## src/rtl/microwave_timer.sv

```systemverilog
// Countdown timer core of the microwave controller.
// Takes keypad digits and start/stop/door events, counts the cook time
// down once per TICKS_PER_SEC clocks and drives three BCD digits, the
// magnetron enable and a one-cycle end-of-cook pulse.
module microwave_timer #(
    parameter int TICKS_PER_SEC = 50000000
) (
    input  logic       clk,
    input  logic       rst_n,
    input  logic [3:0] digit,
    input  logic       digit_valid,
    input  logic       start,
    input  logic       stop_clear,
    input  logic       door_open,
    output logic [3:0] min,
    output logic [3:0] sec_tens,
    output logic [3:0] sec_ones,
    output logic       mag_on,
    output logic       done
);

    localparam int PW = (TICKS_PER_SEC > 1) ? $clog2(TICKS_PER_SEC) : 1;
    localparam logic [PW-1:0] PRESC_LAST = PW'(TICKS_PER_SEC - 1);

    typedef enum logic [1:0] {
        ST_SET   = 2'd0,
        ST_RUN   = 2'd1,
        ST_PAUSE = 2'd2,
        ST_DONE  = 2'd3
    } state_e;

    state_e        state_q, state_d;
    logic [3:0]    min_q, min_d;
    logic [3:0]    tens_q, tens_d;
    logic [3:0]    ones_q, ones_d;
    logic [PW-1:0] presc_q, presc_d;
    logic          mag_on_q, mag_on_d;
    logic          done_q, done_d;

    logic          time_nz_s;
    logic          at_one_s;

    // Time-value qualifiers used by the start check and the final decrement.
    always_comb begin
        time_nz_s = (min_q != 4'd0) || (tens_q != 4'd0) || (ones_q != 4'd0);
        at_one_s  = (min_q == 4'd0) && (tens_q == 4'd0) && (ones_q == 4'd1);
    end

    // Next-state logic: event priority is stop_clear > door_open > start > digit_valid.
    always_comb begin
        state_d = state_q;
        min_d   = min_q;
        tens_d  = tens_q;
        ones_d  = ones_q;
        presc_d = presc_q;
        done_d  = 1'b0;
        case (state_q)
            ST_SET: begin
                if (stop_clear) begin
                    min_d   = 4'd0;
                    tens_d  = 4'd0;
                    ones_d  = 4'd0;
                    presc_d = {PW{1'b0}};
                end else if (start) begin
                    if (!door_open && time_nz_s) begin
                        state_d = ST_RUN;
                        presc_d = {PW{1'b0}};
                    end else begin
                        state_d = ST_SET;
                    end
                end else if (digit_valid) begin
                    // Shifting is only legal when the old ones digit can become a seconds-tens digit.
                    if ((digit <= 4'd9) && (ones_q <= 4'd5)) begin
                        min_d  = tens_q;
                        tens_d = ones_q;
                        ones_d = digit;
                    end else begin
                        ones_d = ones_q;
                    end
                end else begin
                    state_d = ST_SET;
                end
            end
            ST_RUN: begin
                if (stop_clear || door_open) begin
                    state_d = ST_PAUSE;
                end else if (presc_q == PRESC_LAST) begin
                    presc_d = {PW{1'b0}};
                    if (ones_q != 4'd0) begin
                        ones_d = ones_q - 4'd1;
                    end else if (tens_q != 4'd0) begin
                        ones_d = 4'd9;
                        tens_d = tens_q - 4'd1;
                    end else begin
                        min_d  = min_q - 4'd1;
                        tens_d = 4'd5;
                        ones_d = 4'd9;
                    end
                    if (at_one_s) begin
                        state_d = ST_DONE;
                        done_d  = 1'b1;
                    end else begin
                        state_d = ST_RUN;
                    end
                end else begin
                    presc_d = presc_q + 1'b1;
                end
            end
            ST_PAUSE: begin
                if (stop_clear) begin
                    state_d = ST_SET;
                    min_d   = 4'd0;
                    tens_d  = 4'd0;
                    ones_d  = 4'd0;
                    presc_d = {PW{1'b0}};
                end else if (start && !door_open) begin
                    state_d = ST_RUN;
                end else begin
                    state_d = ST_PAUSE;
                end
            end
            ST_DONE: begin
                if (stop_clear) begin
                    state_d = ST_SET;
                end else if (digit_valid && (digit <= 4'd9)) begin
                    state_d = ST_SET;
                    ones_d  = digit;
                end else begin
                    state_d = ST_DONE;
                end
            end
            default: begin
                state_d = ST_SET;
                min_d   = 4'd0;
                tens_d  = 4'd0;
                ones_d  = 4'd0;
                presc_d = {PW{1'b0}};
            end
        endcase
        mag_on_d = (state_d == ST_RUN);
    end

    // State, digit, prescaler and output registers.
    always_ff @(posedge clk or negedge rst_n) begin
        if (!rst_n) begin
            state_q  <= ST_SET;
            min_q    <= 4'd0;
            tens_q   <= 4'd0;
            ones_q   <= 4'd0;
            presc_q  <= {PW{1'b0}};
            mag_on_q <= 1'b0;
            done_q   <= 1'b0;
        end else begin
            state_q  <= state_d;
            min_q    <= min_d;
            tens_q   <= tens_d;
            ones_q   <= ones_d;
            presc_q  <= presc_d;
            mag_on_q <= mag_on_d;
            done_q   <= done_d;
        end
    end

    assign min      = min_q;
    assign sec_tens = tens_q;
    assign sec_ones = ones_q;
    assign mag_on   = mag_on_q;
    assign done     = done_q;

endmodule
```

## config.mk

```make
export PLATFORM = sky130hd
export DESIGN_NAME = microwave_timer
export DESIGN_NICKNAME = d
export VERILOG_FILES = /design/src/rtl/microwave_timer.sv
export SDC_FILE = /design/constraint.sdc
export NUM_CORES = 1
export LEC_CHECK = 0
export ABC_AREA = 1
export CELL_PAD_IN_SITES_DETAIL_PLACEMENT = 0
export CELL_PAD_IN_SITES_GLOBAL_PLACEMENT = 1
export CORE_MARGIN = 2
export CORE_UTILIZATION = 42
export DETAILED_ROUTE_END_ITERATION = 8
export GPL_TIMING_DRIVEN = 1
export PLACE_DENSITY = 0.9
export SYNTH_ARGS = -nofsm -noshare
export SYNTH_HDL_FRONTEND = slang
export SYNTH_SLANG_ARGS = --single-unit
```

## constraint.sdc

```tcl
create_clock -name clk -period 2.1 [get_ports clk]
set_input_delay 0.21 -clock clk [delete_from_list [all_inputs] [get_ports clk]]
set_output_delay 0.21 -clock clk [all_outputs]
set_load 0.1 [all_outputs]
```

# Word level (Yosys, flattened, before mapping)
# Index checks and enable logic that the tools add are counted.
# totals
regBits	42
latchBits	0
mem_bits_rw	0
romBits	0
inputBits	10
out_inout_bits	14
elab_cells	104
memories	0
# op_classes
add_sub_neg	4
multipliers	0
div_mod_pow	0
n_lt_le_gt_ge	2
n_eq_ne	18
shift	0
muxes	52
n_bitwise	0
reduce_logical	21
# ops
op	n
two-way mux 26 bit	6
two-way mux 4 bit	26
one-hot mux 26 bit (3 select lines)	1
adder 26 x 1 -> 26 bit (second input constant)	1
== test 26 bit (second input constant)	1
one-hot mux 4 bit (3 select lines)	2
two-way mux 2 bit	10
one-hot mux 4 bit (4 select lines)	1
AND reduction 8 bit	2
inequality test 3 bit (second input constant)	5
inequality test 2 bit (second input constant)	7
nonzero test 4 bit	3
subtractor 4 x 1 -> 4 bit (second input constant)	3
AND reduction 9 bit	1
zero test 4 bit	2
one-hot mux 2 bit (4 select lines)	1
logical AND 1 bit	6
two-way mux 1 bit	5
AND reduction 5 bit	1
== test 2 x 1 -> 1 bit (second input constant)	2
== test 2 bit (second input constant)	2
== test 4 x 1 -> 1 bit (second input constant)	1
less-or-equal comparator 4 x 3 -> 1 bit (second input constant)	1
less-or-equal comparator 4 bit (second input constant)	1
4 further kinds	6

# Depth between registers and ports, before layout
# depth
depth_word	9
depth_mapped	12
ltp_nobuf	12

# Worst setup path after synthesis
# OpenSTA, ideal clock, no wires.
# synth_path
path_type	register to register
start	register tens_q[0] (netlist: sec_tens[0])
end	register presc_q[3]
setup_time_ns	0.073
t_arrival_ns	2.241
t_required_ns	2.027
setup_slack_ns	-0.214
path_stages_with_launch	13
n_path_buf	1
synth_period_minus_slack_ns	2.314
path_cell_list	dfrtp_1 -> inv_1 -> ha_1 -> nand2_1 -> nor2_1 -> nand3_2 -> nand3_2 -> nand2_2 -> nand2_4 -> inv_4 -> buf_6 -> nand2_1 -> a21oi_2
# synth_via
elab_chain_cells	6
# synth_lines
item	line	source
from (decl)	34	logic [3:0] tens_q, tens_d;
from (signal assigned)	156	tens_q <= tens_d;
nonzero test 4 bit	45	time_nz_s = (min_q != 4'd0) || (tens_q != 4'd0) || (ones_q != 4'd0);
logical OR 1 bit (2 in series)	45	
logical AND 1 bit	65	if (!door_open && time_nz_s) begin
inequality test 3 bit (no line)	n/a	
AND reduction 5 bit (no line)	n/a	
to (signal assigned)	150	presc_q <= {PW{1'b0}};
to (signal assigned)	158	presc_q <= presc_d;
to (decl)	36	logic [PW-1:0] presc_q, presc_d;
# No other way between the ends.
# A chain may end at the register's enable or synchronous reset.

# Worst setup path in the final report
# layout_path
start	register min_q[0] (netlist: min[0])
end	register presc_q[20]
# layout_via
elab_chain_cells	6
# layout_lines
item	line	source
from (decl)	33	logic [3:0] min_q, min_d;
from (signal assigned)	155	min_q <= min_d;
nonzero test 4 bit	45	
logical OR 1 bit (2 in series)	45	
logical AND 1 bit	65	
inequality test 3 bit (no line)	n/a	
AND reduction 5 bit (no line)	n/a	
# No other way between the ends.

==> impl_metrics.ini <==
[outcome]
status = finished clean

[clocking]
cts-buffers-inserted = 5
clock_latency_ps = 300
root_buffer = sky130_fd_sc_hd__clkbuf_8
clk_transition_reported_paths_ps = 90
clock_sinks = 42
cts-root-to-sink-buffers = 2
htree_levels = 2
tritoncts = done

[sta]
layout_min_cycle_time_ps = 1920
setup_viol = 0
hold_violation_count_in_the_final_report = 0
timing.fmax_mhz = 521
final_critical_path_share_of_the_clock_period_pct = 91.4
relSlewSlack_pct = 50.1
setup_tns_ps = 0
finalMaxSlewViolations = 0
rsz0062_at_grt = false
worst-slew-pin-transition_ps = 748
clock-skew-final_ps = 11.6

[die]
count_of_boundary_i_o_pins = 24
dieWidth_um = 91.7
core.rowCount = 31
fp.coreArea_um2 = 7330
floorplan.die_area_um2 = 8400
die_height_um = 91.7
initial_standard_cell_utilization_of_the_core_pct = 44.0

[routing]
firstDrtPassIters = 5
finalWirelength_mm = 8.37
drcViolationCount = 0
dr_wl_met2_mm = 4.05
detail_route.wl_per_cell_um = 13.3
route.detailed.vias_per_inst = 5.06
detailroute.via_count = 3181
wl_met3_um = 259
detailedRoute.firstIterationViolations = 161
ant_nets = 0
topRoutingLayerUsed = met4
routedLengthMet1_mm = 3.87

[final_layout]
final_nets = 548
area_growth_syn_to_layout_pct = 15.3
layout.cell_area.non_filler_um2 = 3720
final_layout_size_suffix_gt1_share_pct = 16.2
n_antenna_cell = 0

[synth]
syn_area_um2 = 3230
synthesis.instances = 493
yosysMostFrequentCell = sky130_fd_sc_hd__nand2_1
synthTopCellsByArea = sky130_fd_sc_hd__dfrtp_1 33%, sky130_fd_sc_hd__nand2_1 18%, sky130_fd_sc_hd__nor2_1 9.0%
synth_nets = 512
synth_edf_count = 0
share_of_flip_flops_with_an_asynchronous_set_or_reset_pct = 100
synth.yosys.seq_area_share_pct = 32.6
postSynthRegisterBits = 42
post_synth_most_frequent_cells = 155 x sky130_fd_sc_hd__nand2_1, 77 x sky130_fd_sc_hd__nor2_1, 45 x sky130_fd_sc_hd__inv_1, 43 x sky130_fd_sc_hd__nand3_1, 42 x sky130_fd_sc_hd__dfrtp_1
synth_flop_cell = sky130_fd_sc_hd__dfrtp_1
synthDominantCellAreaShare_pct = 32.6
netlist-cell-type-count = 36
synthesis.yosys.warnings = 0
synth.largest_area_cell = sky130_fd_sc_hd__dfrtp_1
avgSynthCellArea_um2 = 6.55

[critical_path]
crit_path_class = reg -> reg
cp_cell_sequence = inv_1 -> ha_1 -> nor3b_1 -> nand3_2 -> nand3_2 -> nand2_2 -> nand2_4 -> inv_4 -> nand3_1 -> o21ai_1
worst-endpoint-required_ps = 2290
worst_ep_arrival_time_ps = 2110
maximum_fanout_along_the_worst_path = 26
crit_path_end_kind = flip-flop
critical_path.max_stage_delay_ps = 420
critical_path.startpoint_type = flip-flop
critical-path-top-cell-by-count = sky130_fd_sc_hd__nand3_2
crit_slowest_cell = sky130_fd_sc_hd__dfrtp_2

[global_routing]
grt_overflow = 0
grt_first_pass_wirelength_mm = 14.2
number_of_global_route_vias_before_repair = 3057
pin_count_of_the_biggest_net_entering_global_routing = 34
antenna_violations_before_repair = 0
track_usage_pct = 20.8

[placed_design]
place_hpwl_mm = 6.56
placed_area_um2 = 3560
finalWeightedCongestion = 0.961
numPortBuffers = 23

[power_and_ir_drop]
peakVddDrop_v = 0.000987
power-per-cell-area_nw_per_um2 = 1200
leakagePower_nw = 1.67

[job]
max_cap_violations = 0

[hold_path]
hp-class = in -> async
where the power goes:
group / switching, mW / internal, mW
clock network: 0.301 / 0.350
registers: 0.162 / 0.950
logic: 1.95 / 0.741
state kept, by name (all words and copies together) (netlist names):
register	count
presc_q	26
min	4
sec_ones	4
sec_tens	4
state_q	2
done	1
mag_on	1
placed cells by master, fill, tap and decap left out, types with 2 or more instances in the layout:
cell | synthesis | final
sky130_fd_sc_hd__nand2_2 | 8 | 8
sky130_fd_sc_hd__o22ai_1 | 4 | 4
sky130_fd_sc_hd__xor2_1 | 6 | 6
sky130_fd_sc_hd__a22o_1 | 2 | 2
sky130_fd_sc_hd__a21oi_1 | 10 | 10
sky130_fd_sc_hd__dfrtp_1 | 42 | 35
sky130_fd_sc_hd__inv_1 | 45 | 45
sky130_fd_sc_hd__nor2_2 | 5 | 6
sky130_fd_sc_hd__nand2_1 | 155 | 155
sky130_fd_sc_hd__clkdlybuf4s50_1 | 0 | 8
sky130_fd_sc_hd__nand3_2 | 3 | 4
sky130_fd_sc_hd__nand3_1 | 43 | 42
sky130_fd_sc_hd__clkbuf_8 | 0 | 5
sky130_fd_sc_hd__or2_2 | 4 | 4
sky130_fd_sc_hd__nand4_1 | 9 | 9
sky130_fd_sc_hd__clkinv_2 | 0 | 2
sky130_fd_sc_hd__xnor2_1 | 6 | 6
sky130_fd_sc_hd__nor3_1 | 2 | 2
sky130_fd_sc_hd__o21ai_0 | 18 | 18
sky130_fd_sc_hd__and2_1 | 2 | 2
sky130_fd_sc_hd__nor2_1 | 77 | 76
sky130_fd_sc_hd__o21ai_1 | 13 | 13
sky130_fd_sc_hd__nor2_4 | 2 | 2
sky130_fd_sc_hd__inv_2 | 6 | 6
sky130_fd_sc_hd__o21ai_2 | 3 | 3
sky130_fd_sc_hd__clkinvlp_4 | 0 | 2
sky130_fd_sc_hd__buf_4 | 0 | 25
sky130_fd_sc_hd__ha_1 | 9 | 8
sky130_fd_sc_hd__dfrtp_2 | 0 | 7
sky130_fd_sc_hd__inv_4 | 2 | 2
sky130_fd_sc_hd__nand2_4 | 3 | 3
final timing paths:
kind | from | endpoint | slack [ps] | depth (start not counted)
max in group asynchronous | rst_n | presc_q[8] | 1000 | 3
setup / recovery | min[0] | presc_q[20] | 180 | 10
hold reg to reg | sec_tens[1] | sec_tens[1] | 510 | 2
min in group clk | sec_tens[1] | sec_tens[1] | 510 | 2
hold / removal | rst_n | presc_q[23] | 510 | 2
setup reg to reg | min[0] | presc_q[20] | 180 | 10
routing by layer:
layer	vias up	GRT usage (%)
met4	0	7.07
met1	1473	26.6
met2	58	35.8
met5	-	0
met3	16	3.20
li1	1634	-
stage by stage:
stage | hold WS (ps) | util [%] | worst slack [ps] | total power, mW | cells
global route | 525 | 50.8 | 5.26 | 4.80 | 629
finish | 507 | 50.8 | 181 | 4.46 | 629
detailed placement | 324 | 48.5 | 134 | 3.82 | 616
floorplan | -85.6 | - | 94.9 | 3.25 | 493
CTS | 509 | 50.2 | 114 | 4.48 | 625
global placement | 318 | 48.5 | 139 | 3.78 | 616
cell type report:
cell class | instances | area [um2]
clock buffers | 5 | 68.8
clock inverters | 3 | 40.0
fillers | 776 | 3610
inverters | 54 | 211
multi-input cells | 390 | 1930
flip-flops and latches | 42 | 1060
well taps | 99 | 124
repair buffers | 35 | 283
repair inverters | 1 | 7.51
what timing repair did:
action                                 in CTS  in global routing
hold buffers                                1                  0
buffers inserted                            0                  3
endpoints found under the hold margin       5                  0
gates resized for setup                     0                  6
setup endpoints to repair                   0                 24
cell families after synthesis:
logic type,synth area share [%]
AOI/OAI and AO/OA,9.46
xor gates and xnor gates,3.26
adders and majority gates,3.49
buffers and inverters,8.02
DFF,32.6
and+or+nand+nor,43.2
critical path: cells and delay by family, from the launching register on:
kind,cells,cell delay [ps]
and+or+nand+nor,6,910
DFF,1,420
buffers and inverters,2,230
adders and majority gates,1,170
AOI/OAI and AO/OA,1,60
Power figures use the tool's default switching activity.
==> variant 1: new RTL, config.mk and constraints unchanged <==
Remove the register `done_q`: a continuous assignment takes its place, so the output `done` follows one clock earlier.
--- a/src/rtl/microwave_timer.sv
+++ b/src/rtl/microwave_timer.sv
@@ -150,5 +150,4 @@
             presc_q  <= {PW{1'b0}};
             mag_on_q <= 1'b0;
-            done_q   <= 1'b0;
         end else begin
             state_q  <= state_d;
@@ -158,7 +157,8 @@
             presc_q  <= presc_d;
             mag_on_q <= mag_on_d;
-            done_q   <= done_d;
         end
     end
+
+    assign done_q = done_d;
 
     assign min      = min_q;
Formal check against the unedited RTL: same outputs for any inputs over 4 cycles, from zero or initial values and one cycle with rst_n low; that may be too few to reach the edited logic, so the function may still have changed.
==> variant 1 against the original RTL <==
  * The run now ends with negative setup slack left
  * Worst setup slack got worse by 0.21 ns
  * Total power rose by 0.41%
  * Clock power rose by 3.7%
  * Fmax down 9.7%
  * Largest cell class unchanged
  * Sequential cell count fell by 1
  * Wire length rose by 0.97%
  * Cell count decreased by 0.16%
  * Design area increased by 3.2%
  * Synthesized area decreased by 0.12%
==> variant 1: results (changes against the original RTL) <==
[global_route]
grt_usage_pct=21.5  ; +0.69 points
grt_pass1_vias=3064  ; +0.23%

[place]
gp_congestion=0.902  ; -6.2%
place_area_um2=3630  ; +1.9%
dpl.hpwl_um=6380  ; -2.7%

[final_layout]
fill_cells=733  ; -5.5%
stdcell_area_um2=3840  ; +3.2%
fin_cells=628  ; -0.16%
layout.nets=547  ; -0.18%

[timing]
fin_setup_tns_ns=-0.0263  ; -0.0263 ns
tightest_slew_ns=0.617  ; -0.131 ns
setup_viol=1  ; +1
worst_slack_ns=-0.0263  ; -0.207 ns

[drt]
drt_iter0_markers=214  ; +33%

[synthesis]
synth_commonest_cells=nand2_1, nor2_1, nand3_1
synth_cell_types=40  ; +11%
ys_seq_area_share_pct=31.8  ; -0.74 points

[power]
vdd_drop_max_mv=0.626  ; -37%

[setup_path]
reg2reg_to=presc_q[25]$_DFFE_PN0P_
reg2reg_depth=11  ; +1
path_max_fanout=3  ; -88%
reg2reg_from=presc_q[1]$_DFFE_PN0P_
rrSetupSlack_ns=0.14  ; -0.04 ns

[outcome]
violations=negative setup slack
outcome=finished with violations

[variant 1: cell count changes after synthesis, sizes merged, moves of 2 or more]
cell   unedited run  this run
nor2             85        83
a22o              2         0
nand2           166       150
or2               4         2
a22oi             0         4
a21oi            12        10
inv              53        60
nand3            46        53
[variant 1: how the worst max path moves through the flow]
stage	to	cells after the start	startpoint
after floorplan	done	8	sec_tens[1]$_DFFE_PN0P_
after global placement	min[3]$_DFFE_PN0P_	8	stop_clear
after detailed placement	min[2]$_DFFE_PN0P_	8	stop_clear
after CTS	done	8	min[1]$_DFFE_PN0P_
after global routing	done	8	min[0]$_DFFE_PN0P_
final	done	8	min[0]$_DFFE_PN0P_
[variant 1: metrics by stage]
| stage | hold slack, ns | worst slack (ns) |
|---|---|---|
| 2_1_floorplan | -0.0856 | -0.257 |
| 3_3_place_gp | 0.249 | 0.146 |
| 3_5_place_dp | 0.262 | 0.0941 |
| 4_1_cts | 0.463 | -0.0975 |
| 5_1_grt | 0.492 | -0.134 |
| 6_report | 0.439 | -0.0263 |
[variant 1: final cells by class]
| type | count | share of cell area [%] |
|---|---|---|
| Multi-Input combinational cell | 380 | 51.4 |
| Sequential cell | 41 | 27.3 |
| Timing Repair Buffer | 38 | 8.37 |
| Inverter | 62 | 6.64 |
| Tap cell | 99 | 3.22 |
| Clock buffer | 7 | 2.25 |
| Clock inverter | 1 | 0.782 |
[variant 1: metal layers]
metal | up-vias | track usage (%) | part of all wire (%)
met3 | 6 | 3.37 | 4.1
met5 | - | 0 | 0
met1 | 1515 | 30.3 | 50
li1 | 1645 | - | -
met4 | 0 | 5.56 | 1.0
met2 | 75 | 34.5 | 45
[variant 1: kinds of logic after synthesis]
kind of cell,after synthesis,synth area share (%)
AOI/OAI and AO/OA,56,10.3
xor gates and xnor gates,11,2.99
adders and majority gates,9,3.49
buffers and inverters,69,9.16
DFF,41,31.8
and+or+nand+nor,304,42.2
[variant 1: what timing repair did]
action                                 4_1_cts  5_1_grt
setup buffers                                8        1
resized for setup                            4        3
endpoints found under the hold margin       24        0
setup endpoints to repair                    1       22
hold buffers                                 1        0
pin swaps                                    6        3
[variant 1: critical path, cell delays in order (launching register included)]
cell and delay, ns:
dfrtp_4 0.49, inv_4 0.07, ha_4 0.12, nor3b_4 0.22, nand2_1 0.09, nor2_2 0.10
nand3_2 0.11, nor3_4 0.22, buf_12 0.20
[variant 1: power by group]
part	total, W	leakage (nW)	internal, W	switching, W
clock	0.000676	0.0585	0.000388	0.000288
sequential	0.00107	0.546	0.000929	0.000141
combinational	0.00273	1.09	0.000825	0.00191
total	0.00448	1.69	0.00214	0.00234
==> variant 2: new RTL, same flow settings <==
Without the edit above. The parameter `TICKS_PER_SEC` goes from 50000000 to 100000000.
--- a/src/rtl/microwave_timer.sv
+++ b/src/rtl/microwave_timer.sv
@@ -4,5 +4,5 @@
 // magnetron enable and a one-cycle end-of-cook pulse.
 module microwave_timer #(
-    parameter int TICKS_PER_SEC = 50000000
+    parameter int TICKS_PER_SEC = 100000000
 ) (
     input  logic       clk,
Check against the original RTL: same outputs for any inputs over 4 cycles, from zero or initial values and one cycle with rst_n low; that may be too few to reach the edited logic, so the function may still have changed.
==> variant 2 against the original RTL <==
  * Sequential cell count increased by 1
  * Wire length fell by 1.7%
  * Worst setup slack improved by 0.027 ns
  * Global-route usage is 0.10 points lower
  * Sequential power down 5%
  * Combinational power fell by 8.9%
  * Total power shrank 7.8%
  * Utilization fell by 0.085 points
  * Design area fell by 0.17%
  * Synthesized area fell by 0.31%
==> variant 2: results (changes against the original RTL) <==
[power]
internal-power_w=0.00197  ; -3.4%
static-leakage-power_nw=1.68  ; +0.45%
vdd_drop_max_mv=0.852  ; -14%

[drt]
dr.pass1.iters=4  ; -1
drt_iter0_markers=170  ; +5.6%
vias_per_cell=5.08  ; +0.45%
wl_per_cell_um=13.4  ; +0.74%
wl_um=8240  ; -1.7%

[place]
dp.cells=605  ; -1.8%
dpl.hpwl_um=6510  ; -0.76%
port-buffer-count=23  ; unchanged
gp_congestion=0.932  ; -3.1%

[timing]
tightest_slew_ns=0.377  ; -0.371 ns
holdWs_ns=0.362  ; -0.145 ns
fin_worst_skew_ns=0.00939  ; -0.00219 ns

[synthesis]
dominantRegCellSynth=dfrtp_1
ys_top_cells_by_area=dfrtp_1, nand2_1, nand3_1
synth_fp_nets=502  ; -2.0%
synthCells=482  ; -2.2%
ys_seq_area_share_pct=33.4  ; +0.88 points
yosys_warnings=0  ; unchanged
synth_cell_types=33  ; -8.3%
synth_commonest_cells=nand2_1, nor2_1, inv_1
synthArstFlopShare_pct=100  ; unchanged

[clock_network]
cts_buffers=5  ; unchanged
worstSkewPairLatency_ns=0.30  ; about the same
clockRootBuffer=clkbuf_8
h-tree-depth=2  ; unchanged
clk_pin_slew_ns=0.08
clockBufferDepth=2  ; unchanged
cts_setup_buffers=0  ; unchanged

[final_layout]
antenna_cells=0  ; unchanged
largest_register=presc_q
fill_cells=755  ; -2.7%
largest_register_ffs=27  ; +3.8%
drive_gt1_share_pct=12.2  ; -4.0 points
layout.nets=534  ; -2.6%

[setup_path]
crit_slowest_cell=dfrtp_2
path_max_fanout=21  ; -19%
max_stage_delay_ns=0.39  ; -0.03 ns
reg2reg_depth=13  ; +3
cp_top_family=simple AND/OR/NAND/NOR gates
rrSetupSlack_ns=0.21  ; +0.03 ns
setup.worst_path.end=presc_q[3]$_DFFE_PN0P_
worst_ep_arrival_time_ns=2.08  ; -0.03 ns
reg2reg_to=presc_q[3]$_DFFE_PN0P_
startpoint=min[0]$_DFFE_PN0P_

[hold_path]
hold_path_class=in -> async

[global_route]
grt_pass1_vias=2938  ; -3.9%
grt_pass1_wl_um=14200  ; about the same
grt_usage_pct=20.7  ; -0.10 points
grt_max_degree=29  ; -15%
antenna_found_initial=0  ; unchanged

[outcome]
outcome=finished clean

-- variant 2: cell type report --
cell class	instances	area, µm²	area share [%]
multi-input combinational	364	1860	50.1
tap	99	124	3.33
clock buffer	8	100	2.69
timing repair buffer	37	310	8.35
sequential	43	1080	29.2
inverter	63	236	6.36
-- variant 2: cells by family after synthesis --
kind of cell             share of synthesized area (%)
AND/OR/NAND/NOR                                   38.2
adder cells (fa/ha/maj)                           3.89
XOR/XNOR                                          4.90
flip-flops                                        33.4
buffers and inverters                             9.06
AO/OA/AOI/OAI                                     10.5
-- variant 2: metal layers --
layer / track usage, % / part of all wire, %
met2: 32.5 / 46
met3: 3.24 / 3.4
met5: 0 / 0
met4: 4.04 / 0.58
met1: 30.3 / 50
-- variant 2: what timing repair did --
item,in CTS,in global routing
hold buffers,1,0
hold endpoints to repair,15,0
resized for setup,0,4
endpoints found under the setup margin,0,14
-- variant 2: per-stage QoR --
stage | power [W] | utilization, % | setup WS (ns) | instance area (µm²)
2_1_floorplan | 0.00289 | - | 0.00837 | 3230
3_3_place_gp | 0.00351 | 49.1 | 0.141 | 3600
3_5_place_dp | 0.00354 | 49.1 | 0.127 | 3600
4_1_cts | 0.00413 | 50.6 | 0.128 | 3710
5_1_grt | 0.00443 | 50.7 | 0.0246 | 3720
6_report | 0.00411 | 50.7 | 0.208 | 3720
-- variant 2: power by group through the flow --
stage,registers (W),logic (W),clock network [W]
6_report,0.00106,0.00246,0.000587
4_1_cts,0.00106,0.00248,0.000596
3_3_place_gp,0.00107,0.00244,0
5_1_grt,0.00108,0.00271,0.000636
2_1_floorplan,0.00160,0.00129,0
3_5_place_dp,0.00107,0.00246,0
